<file path="config.mk">
export PLATFORM = sky130hd
export DESIGN_NAME = pic_prog_loader
export DESIGN_NICKNAME = d
export VERILOG_FILES = /design/src/rtl/pic_prog_pkg.sv /design/src/rtl/prog_sync_edge.sv /design/src/rtl/pic_prog_loader.sv
export SDC_FILE = /design/constraint.sdc
export NUM_CORES = 1
export LEC_CHECK = 0
export CORE_MARGIN = 2
export CORE_UTILIZATION = 40
export CTS_BUF_LIST = sky130_fd_sc_hd__clkbuf_4 sky130_fd_sc_hd__clkbuf_8 sky130_fd_sc_hd__clkbuf_16
export CTS_CLUSTER_DIAMETER = 50
export CTS_CLUSTER_SIZE = 24
export DETAILED_ROUTE_END_ITERATION = 10
export PLACE_DENSITY = 0.67
export SLEW_MARGIN = 20
export SYNTH_ARGS = -nofsm -noshare
export SYNTH_HDL_FRONTEND = slang
export SYNTH_HIERARCHICAL = 1
export SYNTH_SLANG_ARGS = --single-unit
</file>
<file path="constraint.sdc">
create_clock -name clock -period 3.7 [get_ports clock]
set_clock_uncertainty 0.05 [all_clocks]
set_input_delay 0.925 -clock clock [delete_from_list [all_inputs] [get_ports clock]]
set_output_delay 0.925 -clock clock [all_outputs]
set_load 0.005 [all_outputs]
</file>
<file path="src/rtl/pic_prog_pkg.sv">
// rtl/pic_prog_pkg.sv - shared command and state encodings for the PIC program loader
package pic_prog_pkg;

   localparam int FRAME_W = 16;

   localparam logic [3:0] CMD_NOP        = 4'h0;
   localparam logic [3:0] CMD_SET_ADDR   = 4'h1;
   localparam logic [3:0] CMD_WRITE_INC  = 4'h2;
   localparam logic [3:0] CMD_WRITE_HOLD = 4'h3;
   localparam logic [3:0] CMD_END        = 4'hF;

   typedef enum logic [1:0] {
      IDLE  = 2'd0,
      SHIFT = 2'd1,
      EXEC  = 2'd2,
      DONE  = 2'd3
   } state_t;

endpackage

</file>
<file path="src/rtl/prog_sync_edge.sv">
// rtl/prog_sync_edge.sv - multi-flop synchroniser for one async bit with a rise pulse
module prog_sync_edge #(
   parameter int STAGES = 2
) (
   input  logic clock,
   input  logic reset,
   input  logic d,
   output logic q,
   output logic rise
);

   logic [STAGES-1:0] sync_q;
   logic              prev_q;

   always_ff @(posedge clock or posedge reset) begin
      if (reset) begin
         sync_q <= '0;
         prev_q <= 1'b0;
      end else begin
         sync_q <= {sync_q[STAGES-2:0], d};
         prev_q <= sync_q[STAGES-1];
      end
   end

   assign q    = sync_q[STAGES-1];
   assign rise = sync_q[STAGES-1] & ~prev_q;

endmodule

</file>
<file path="src/rtl/pic_prog_loader.sv">
// rtl/pic_prog_loader.sv - serial frame receiver that writes instruction words into program RAM
// and holds the core in reset while a load session is in progress.
module pic_prog_loader
   import pic_prog_pkg::*;
#(
   parameter int ADDR_W      = 9,
   parameter int DATA_W      = 12,
   parameter int CMD_W       = 4,
   parameter int SYNC_STAGES = 2
) (
   input  logic              clock,
   input  logic              reset,
   input  logic              prog_en,
   input  logic              prog_sclk,
   input  logic              prog_sdata,
   output logic [ADDR_W-1:0] mem_addr,
   output logic [DATA_W-1:0] mem_wdata,
   output logic              mem_we,
   output logic              core_reset,
   output logic              busy,
   output logic [DATA_W-1:0] checksum,
   output logic              frame_err
);

   localparam int FW = CMD_W + DATA_W;

   logic en_s, en_rise, sclk_rise, sdata_s;
   logic sclk_s_unused, sdata_rise_unused;

   prog_sync_edge #(.STAGES(SYNC_STAGES)) u_sync_en (
      .clock(clock), .reset(reset), .d(prog_en), .q(en_s), .rise(en_rise));
   prog_sync_edge #(.STAGES(SYNC_STAGES)) u_sync_sclk (
      .clock(clock), .reset(reset), .d(prog_sclk), .q(sclk_s_unused), .rise(sclk_rise));
   prog_sync_edge #(.STAGES(SYNC_STAGES)) u_sync_sdata (
      .clock(clock), .reset(reset), .d(prog_sdata), .q(sdata_s), .rise(sdata_rise_unused));

   state_t            state, state_d;
   logic [3:0]        cnt, cnt_d;
   logic [FW-1:0]     sr, sr_d;
   logic [ADDR_W-1:0] addr_d;
   logic [DATA_W-1:0] wdata_d, sum_d;
   logic              we_d, core_reset_d, err_d;
   logic              inc_pend, inc_pend_d;
   logic [CMD_W-1:0]  cmd;
   logic [DATA_W-1:0] payload;

   assign cmd     = sr[FW-1:DATA_W];
   assign payload = sr[DATA_W-1:0];

   always_ff @(posedge clock or posedge reset) begin
      if (reset) begin
         state      <= IDLE;
         cnt        <= '0;
         sr         <= '0;
         mem_addr   <= '0;
         mem_wdata  <= '0;
         mem_we     <= 1'b0;
         core_reset <= 1'b1;
         checksum   <= '0;
         frame_err  <= 1'b0;
         inc_pend   <= 1'b0;
      end else begin
         state      <= state_d;
         cnt        <= cnt_d;
         sr         <= sr_d;
         mem_addr   <= addr_d;
         mem_wdata  <= wdata_d;
         mem_we     <= we_d;
         core_reset <= core_reset_d;
         checksum   <= sum_d;
         frame_err  <= err_d;
         inc_pend   <= inc_pend_d;
      end
   end

   always_comb begin
      state_d      = state;
      cnt_d        = cnt;
      sr_d         = sr;
      addr_d       = mem_addr;
      wdata_d      = mem_wdata;
      we_d         = 1'b0;
      core_reset_d = core_reset;
      sum_d        = checksum;
      err_d        = frame_err;
      inc_pend_d   = 1'b0;

      // The post-write increment lands while the strobe is up, so the RAM sees the old address.
      if (inc_pend)
         addr_d = mem_addr + ADDR_W'(1);

      case (state)
         IDLE: begin
            core_reset_d = 1'b0;
            if (en_rise) begin
               state_d      = SHIFT;
               cnt_d        = '0;
               sum_d        = '0;
               err_d        = 1'b0;
               addr_d       = '0;
               core_reset_d = 1'b1;
            end
         end
         SHIFT: begin
            if (!en_s) begin
               if (cnt != 4'd0)
                  err_d = 1'b1;
               cnt_d   = '0;
               state_d = IDLE;
            end else if (sclk_rise) begin
               sr_d  = {sr[FW-2:0], sdata_s};
               cnt_d = cnt + 4'd1;
               if (cnt == 4'd15)
                  state_d = EXEC;
            end
         end
         EXEC: begin
            state_d = SHIFT;
            // A bit arriving while the frame is decoded starts the next frame.
            if (sclk_rise) begin
               sr_d  = {sr[FW-2:0], sdata_s};
               cnt_d = 4'd1;
            end else begin
               cnt_d = 4'd0;
            end
            case (cmd)
               CMD_NOP: ;
               CMD_SET_ADDR:
                  addr_d = payload[ADDR_W-1:0];
               CMD_WRITE_INC, CMD_WRITE_HOLD: begin
                  wdata_d    = payload;
                  we_d       = 1'b1;
                  sum_d      = checksum + payload;
                  inc_pend_d = (cmd == CMD_WRITE_INC);
               end
               CMD_END: begin
                  state_d      = DONE;
                  core_reset_d = 1'b0;
               end
               default:
                  err_d = 1'b1;
            endcase
         end
         DONE: begin
            core_reset_d = 1'b0;
            if (!en_s)
               state_d = IDLE;
         end
         default:
            state_d = IDLE;
      endcase
   end

   assign busy = (state == SHIFT) || (state == EXEC);

endmodule

</file>
==> summary.md, run 1 <==
| Metric | Value |
|---|---|
| Core Footprint | about 0.0082 mm^2 |
| Commonest cells after routing, fill and taps aside | dfrtp_1 (66), clkdlybuf4s50_1 (41), nand2_1 (33) |
| Met2 Track Usage GR | 24.77% |
| VDD IR max | about 0.21 mV |
| GRT Resource Usage Total | 16.24% |
| Mapped Cells | around 290 |
| Met1 Track Usage GR | 21.93% |
| Unrepaired setup endpoints after global routing | false |
| Fin. max-slew vios | 0 |
| Crit path time final | between 2 and 3 ns |
| Post-CTS resize count | 0 |
| Multi-input logic area | 0.001578 mm^2 |
| Setup Buffers After CTS | 0 |
| 1st-iter DRT viols | around 170 |
| Finished Core Util | 49.48% |
| Commonest non-fill, non-tap cell in the layout | dfrtp_1 |
| Achievable Freq | roughly 0.38 GHz |
| Pwr/cell area | between 400 and 500 mW/mm^2 |
| Crit-path max cell delay | roughly 0.52 ns |
| Status | completed |
| Worst slew margin | 53.50% |
| GRT Max-Usage Layer | met2 |
| Final WS setup | 1.055 ns |
| Starting Density | a little over 40% |
| Die Y | between 90 and 100 um |
| Pre-CTS setup slack | ~1.4 ns |
| Largest net degree at the start of global routing | 24 |
| Worst skew pair latency | 0.34 ns |
| Vias | 2,335 |
| Sequential cell area | approximately 0.0017 mm^2 |
| Slew @ Worst Pin | 0.6957 ns |
| Ports | 42 |
| Syn-to-layout area delta | 21.09% |
| CP max FO | 5 |
| Buffers added on ports | 41 |
| Routed len/inst | 14.53 um |
| Pleak | about 1.9 nW |
| Post-Syn Nets | 318 |
| Initial antenna violation count | 0 |
| Final hold vios | 0 |
| Max-cap check violation count | 0 |
| Max stage delay cell, worst path | clkdlybuf4s50_1 |
| Setup CP Type | flip-flop to primary output |
| Vias per Instance | slightly above 5 |
| Rows | 33 |
| Clk Tree Root Cell | clkbuf_8 |
| Clock sinks | 67 |
| Filler cell count | between 700 and 800 |
| Part of the cycle the worst path needs | 71.50% |
| Worst path required time | roughly 2.7 ns |
| Worst min path class | flip-flop to flip-flop |
| # diodes | 0 |
| Die X | ~95 um |
| CTS tree | yes |
| Worst Path Arrival | between 1.5 and 2 ns |
| Post-CTS Hold Fix Bufs | 0 |
| Avg Inst Size Synth | about 11 um^2 |
| Total power | 1.955 mW |
| Die area | 0.009098 mm^2 |
| Vias in the first global route | 2,258 |
| Crit. End Element | primary output |
| CTS clk-pin slew, worst paths | 0.07 ns |
| Clock Path Buffers | 2 |
| Fraction of layout cells with a size suffix above 1 | 18.16% |
| Total CTS buffers | 9 |
| GRT overflow | 0 |
| Mapped Area | ~0.0033 mm^2 |
| Crit start category | flip-flop |
| Post-route DRC | 0 |
| Final ANT Viol Nets | 0 |
| Fin nets | around 370 |
| Pre-Repair DR Iteration Count | 4 |
| CP cell instances | inv_1 -> ha_1 -> clkdlybuf4s50_1 |
| Final setup fails | 0 |
| Met3 GRT Util | 3.794% |
| GP Congestion | ~0.9 |
| First-pass GRT wire length | approximately 11,000 um |
| Warnings from Yosys | 6 |
| Finished Cell Area | between 0.004 and 0.005 mm^2 |
| Placed Area | approximately 0.0039 mm^2 |
| H-Tree Depth | 3 |
| Hpwl dp | about 4800 um |
| Setup TNS | 0 ns |
| Final WL | around 6600 um |
-- critical path: cells and delay by family (launching register included) --
family	cells	cell delay, ns
adders and majority gates	1	0.35
buffers and inverters	2	0.60
DFF	1	0.39
-- power by group --
| group | internal (mW) | total, mW | switching (mW) |
|---|---|---|---|
| clock network | 0.285 | 0.560 | 0.275 |
| logic | 0.219 | 0.517 | 0.298 |
| registers | 0.801 | 0.879 | 0.0781 |
-- per-stage QoR --
step,hold slack [ns],instances
floorplan,0.2812,294
global placement,0.2840,436
detailed placement,0.2847,436
CTS,0.3016,452
global route,0.3117,452
finish,0.2999,452
-- worst paths after layout --
| check | end | slack (ns) | depth (start not counted) | from |
|---|---|---|---|---|
| min in group asynchronous | u_sync_sdata/sync_q[0]$_DFF_PP0_ | 0.78 | 2 | reset |
| max in group asynchronous | mem_addr[1]$_DFF_PP0_ | 1.95 | 3 | reset |
| setup / recovery | busy | 1.05 | 3 | state[1]$_DFFE_PP0P_ |
| hold / removal | u_sync_sclk/sync_q[1]$_DFF_PP0_ | 0.30 | 0 | u_sync_sclk/sync_q[0]$_DFF_PP0_ |
| hold reg to reg | u_sync_sclk/sync_q[1]$_DFF_PP0_ | 0.30 | 0 | u_sync_sclk/sync_q[0]$_DFF_PP0_ |
| setup reg to reg | checksum[10]$_DFFE_PP0P_ | 1.45 | 7 | sr[0]$_DFFE_PP0P_ |
-- area by class of cell --
cell class | instances | share of cell area, %
tap | 105 | 3.248
timing repair buffer | 44 | 10.70
clock buffer | 12 | 3.928
inverter | 11 | 1.021
sequential | 67 | 41.48
multi-input combinational | 209 | 39.00
clock inverter | 4 | 0.6186
-- state kept, by name, summed over array words and instances (netlist names) --
register	flops
sr	16
checksum	12
mem_wdata	12
mem_addr	9
cnt	4
state	2
u_sync_en/sync_q	2
u_sync_sclk/sync_q	2
u_sync_sdata/sync_q	2
core_reset	1
frame_err	1
inc_pend	1
mem_we	1
u_sync_en/prev_q	1
u_sync_sclk/prev_q	1
-- routing by layer --
metal,share of wire (%),up-vias
met5,0,-
met2,46,40
met4,2.0,0
li1,-,1147
met1,49,1138
met3,3.9,10
No activity file was read; power rests on OpenSTA's default activity.
==> run 2: changes to the inputs <==
clock period = 2.6 ns   (was 3.7 ns; I/O delays follow)
==> summary.md, run 2 (synthesized netlist as in run 1, its figures left out) <==
| Metric | Value |
|---|---|
| Hpwl dp | 4829 um (+1.2%) |
| Post-route DRC | 0 (unchanged) |
| Placed Area | 0.003896 mm^2 (+0.91%) |
| Pwr/cell area | 715.5 mW/mm^2 (+48%) |
| Largest Register | sr |
| Initial antenna violation count | 0 (unchanged) |
| H-Tree Depth | 3 (unchanged) |
| Routed len/inst | 14.45 um (-0.51%) |
| Vias in the first global route | 2,431 (+7.7%) |
| Largest net degree at the start of global routing | 34 (+42%) |
| Rows | 33 (unchanged) |
| Final setup fails | 0 (unchanged) |
| CTS tree | yes |
| Worst min path class | flip-flop to flip-flop |
| Placed Cells | 439 (+0.69%) |
| Final hold vios | 0 (unchanged) |
| Fin. max-slew vios | 0 (unchanged) |
| Die X | 95.39 um (unchanged) |
| Worst Path Arrival | 1.70 ns (+0.03 ns) |
| Fin nets | 369 (+0.82%) |
| Unrepaired setup endpoints after global routing | false |
| Ports | 42 (unchanged) |
| Total power | 2.946 mW (+51%) |
| Achievable Freq | 0.4166 GHz |
| 1st-iter DRT viols | 117 (-32%) |
| Max-cap check violation count | 0 (unchanged) |
| Clock Path Buffers | 2 (unchanged) |
| Final non-filler cell total | 455 (+0.66%) |
| Core Footprint | 0.008175 mm^2 (unchanged) |
| Die Y | 95.39 um (unchanged) |
| Commonest cells after routing, fill and taps aside | dfrtp_1 (66), clkdlybuf4s50_1 (41), nand2_1 (33) |
| Syn-to-layout area delta | 23.26% |
| Vias per Instance | 5.235 (+1.3%) |
| Pleak | 1.905 nW (+2.0%) |
| Post-CTS Hold Fix Bufs | 0 (unchanged) |
| Die area | 0.009098 mm^2 (unchanged) |
| Status | completed |
| CP max FO | 5 (unchanged) |
| GP Congestion | 0.8971 (+1.2%) |
| Multi-input logic area | 0.001578 mm^2 (unchanged) |
| GRT overflow | 0 (unchanged) |
| Setup CP Type | flip-flop to primary output |
| Slew @ Worst Pin | 0.4996 ns (-0.1961 ns) |
| Vias | 2,382 (+2.0%) |
| Total CTS buffers | 9 (unchanged) |
| CTS clk-pin slew, worst paths | 0.07 ns (about the same) |
| Buffers added on ports | 41 (unchanged) |
| Biggest regs | sr x16, checksum x12, mem_wdata x12 |
| Crit path time final | between 2 and 2.5 ns |
| Worst slew margin | 66.57% (+13 points) |
| Worst skew pair latency | 0.34 ns (about the same) |
| Commonest non-fill, non-tap cell in the layout | dfrtp_1 |
| Setup TNS | 0 ns (unchanged) |
| Starting Density | 40.86% (unchanged) |
| Finished Cell Area | 0.004118 mm^2 (+1.8%) |
| Setup Buffers After CTS | 0 (unchanged) |
| Final WL | 6577 um (+0.15%) |
| VDD IR max | 0.4364 mV (+110%) |
| Fraction of layout cells with a size suffix above 1 | 18.86% (+0.70 points) |
| Post-CTS resize count | 0 (unchanged) |
| Worst path required time | 1.90 ns (-0.82 ns) |
| Sequential cell area | 0.001678 mm^2 (unchanged) |
| Clk Tree Root Cell | clkbuf_8 |
| Crit start category | flip-flop |
| First-pass GRT wire length | 11,590 um (+4.7%) |
| Pre-Repair DR Iteration Count | 4 (unchanged) |
| Clock sinks | 67 (unchanged) |
| Final ANT Viol Nets | 0 (unchanged) |
| Crit. End Element | primary output |
| # diodes | 0 (unchanged) |
| Hold WS | 0.3034 ns (+0.003441 ns) |
| GRT Resource Usage Total | 16.83% (+0.59 points) |
| Filler cell count | 746 (-2.6%) |
| Part of the cycle the worst path needs | between 90 and 100% |
| Largest register FFs | 16 (unchanged) |
==> run 2: changes by cell type in the layout (fill, tap and decap cells not counted) <==
cell	previous run	this run
clkbuf_8	11	9
bufinv_16	0	2
clkinv_2	2	1
buf_4	3	5
clkinv_4	0	2
clkinvlp_4	2	1
buf_12	0	1
==> run 2: critical path, cell delays in order (launching register included) <==
cell and delay (ns):
dfrtp_1 0.38, inv_1 0.09, ha_1 0.37, clkdlybuf4s50_1 0.52
==> run 2: final cells by class <==
| cell class | count | share of cell area, % |
|---|---|---|
| Clock buffer | 10 | 3.191 |
| Clock inverter | 6 | 2.188 |
| Inverter | 11 | 1.003 |
| Multi-Input combinational cell | 209 | 38.32 |
| Sequential cell | 67 | 40.75 |
| Tap cell | 105 | 3.191 |
| Timing Repair Buffer | 47 | 11.36 |
==> run 2: final timing paths <==
kind | from | end | slack (ns) | depth (start not counted)
min in group asynchronous | reset | u_sync_sdata/sync_q[0]$_DFF_PP0_ | 0.50 | 2
hold reg to reg | u_sync_sclk/sync_q[0]$_DFF_PP0_ | u_sync_sclk/sync_q[1]$_DFF_PP0_ | 0.30 | 0
max in group asynchronous | reset | sr[9]$_DFFE_PP0P_ | 1.43 | 3
setup / recovery | state[0]$_DFFE_PP0P_ | busy | 0.20 | 3
hold / removal | u_sync_sclk/sync_q[0]$_DFF_PP0_ | u_sync_sclk/sync_q[1]$_DFF_PP0_ | 0.30 | 0
setup reg to reg | sr[0]$_DFFE_PP0P_ | checksum[10]$_DFFE_PP0P_ | 0.35 | 7
==> run 2: per-layer routing <==
| metal | wire length, um | up-vias | track usage (%) |
|---|---|---|---|
| met5 | 0 | - | 0 |
| li1 | - | 1153 | - |
| met1 | 3116 | 1162 | 22.60 |
| met4 | 131 | 0 | 7.262 |
| met3 | 291 | 10 | 4.348 |
| met2 | 3037 | 57 | 25.82 |
==> run 2: power breakdown <==
part | total (mW) | internal (mW) | switching (mW)
sequential | 1.25 | 1.14 | 0.106
clock | 0.958 | 0.552 | 0.406
combinational | 0.743 | 0.318 | 0.425
==> run 2: metrics by stage <==
step	setup slack [ns]	util, %
after floorplan	0.4453	-
after global placement	0.4042	47.66
after detailed placement	0.3462	47.66
after CTS	0.1688	50.37
after global routing	0.08399	50.37
final	0.1995	50.37
==> run 3: changes to the inputs <==
CAP_MARGIN = 5   (was default)
==> results of run 3 <==
No change in the layout: final DEF, timing and power equal those of run 2.
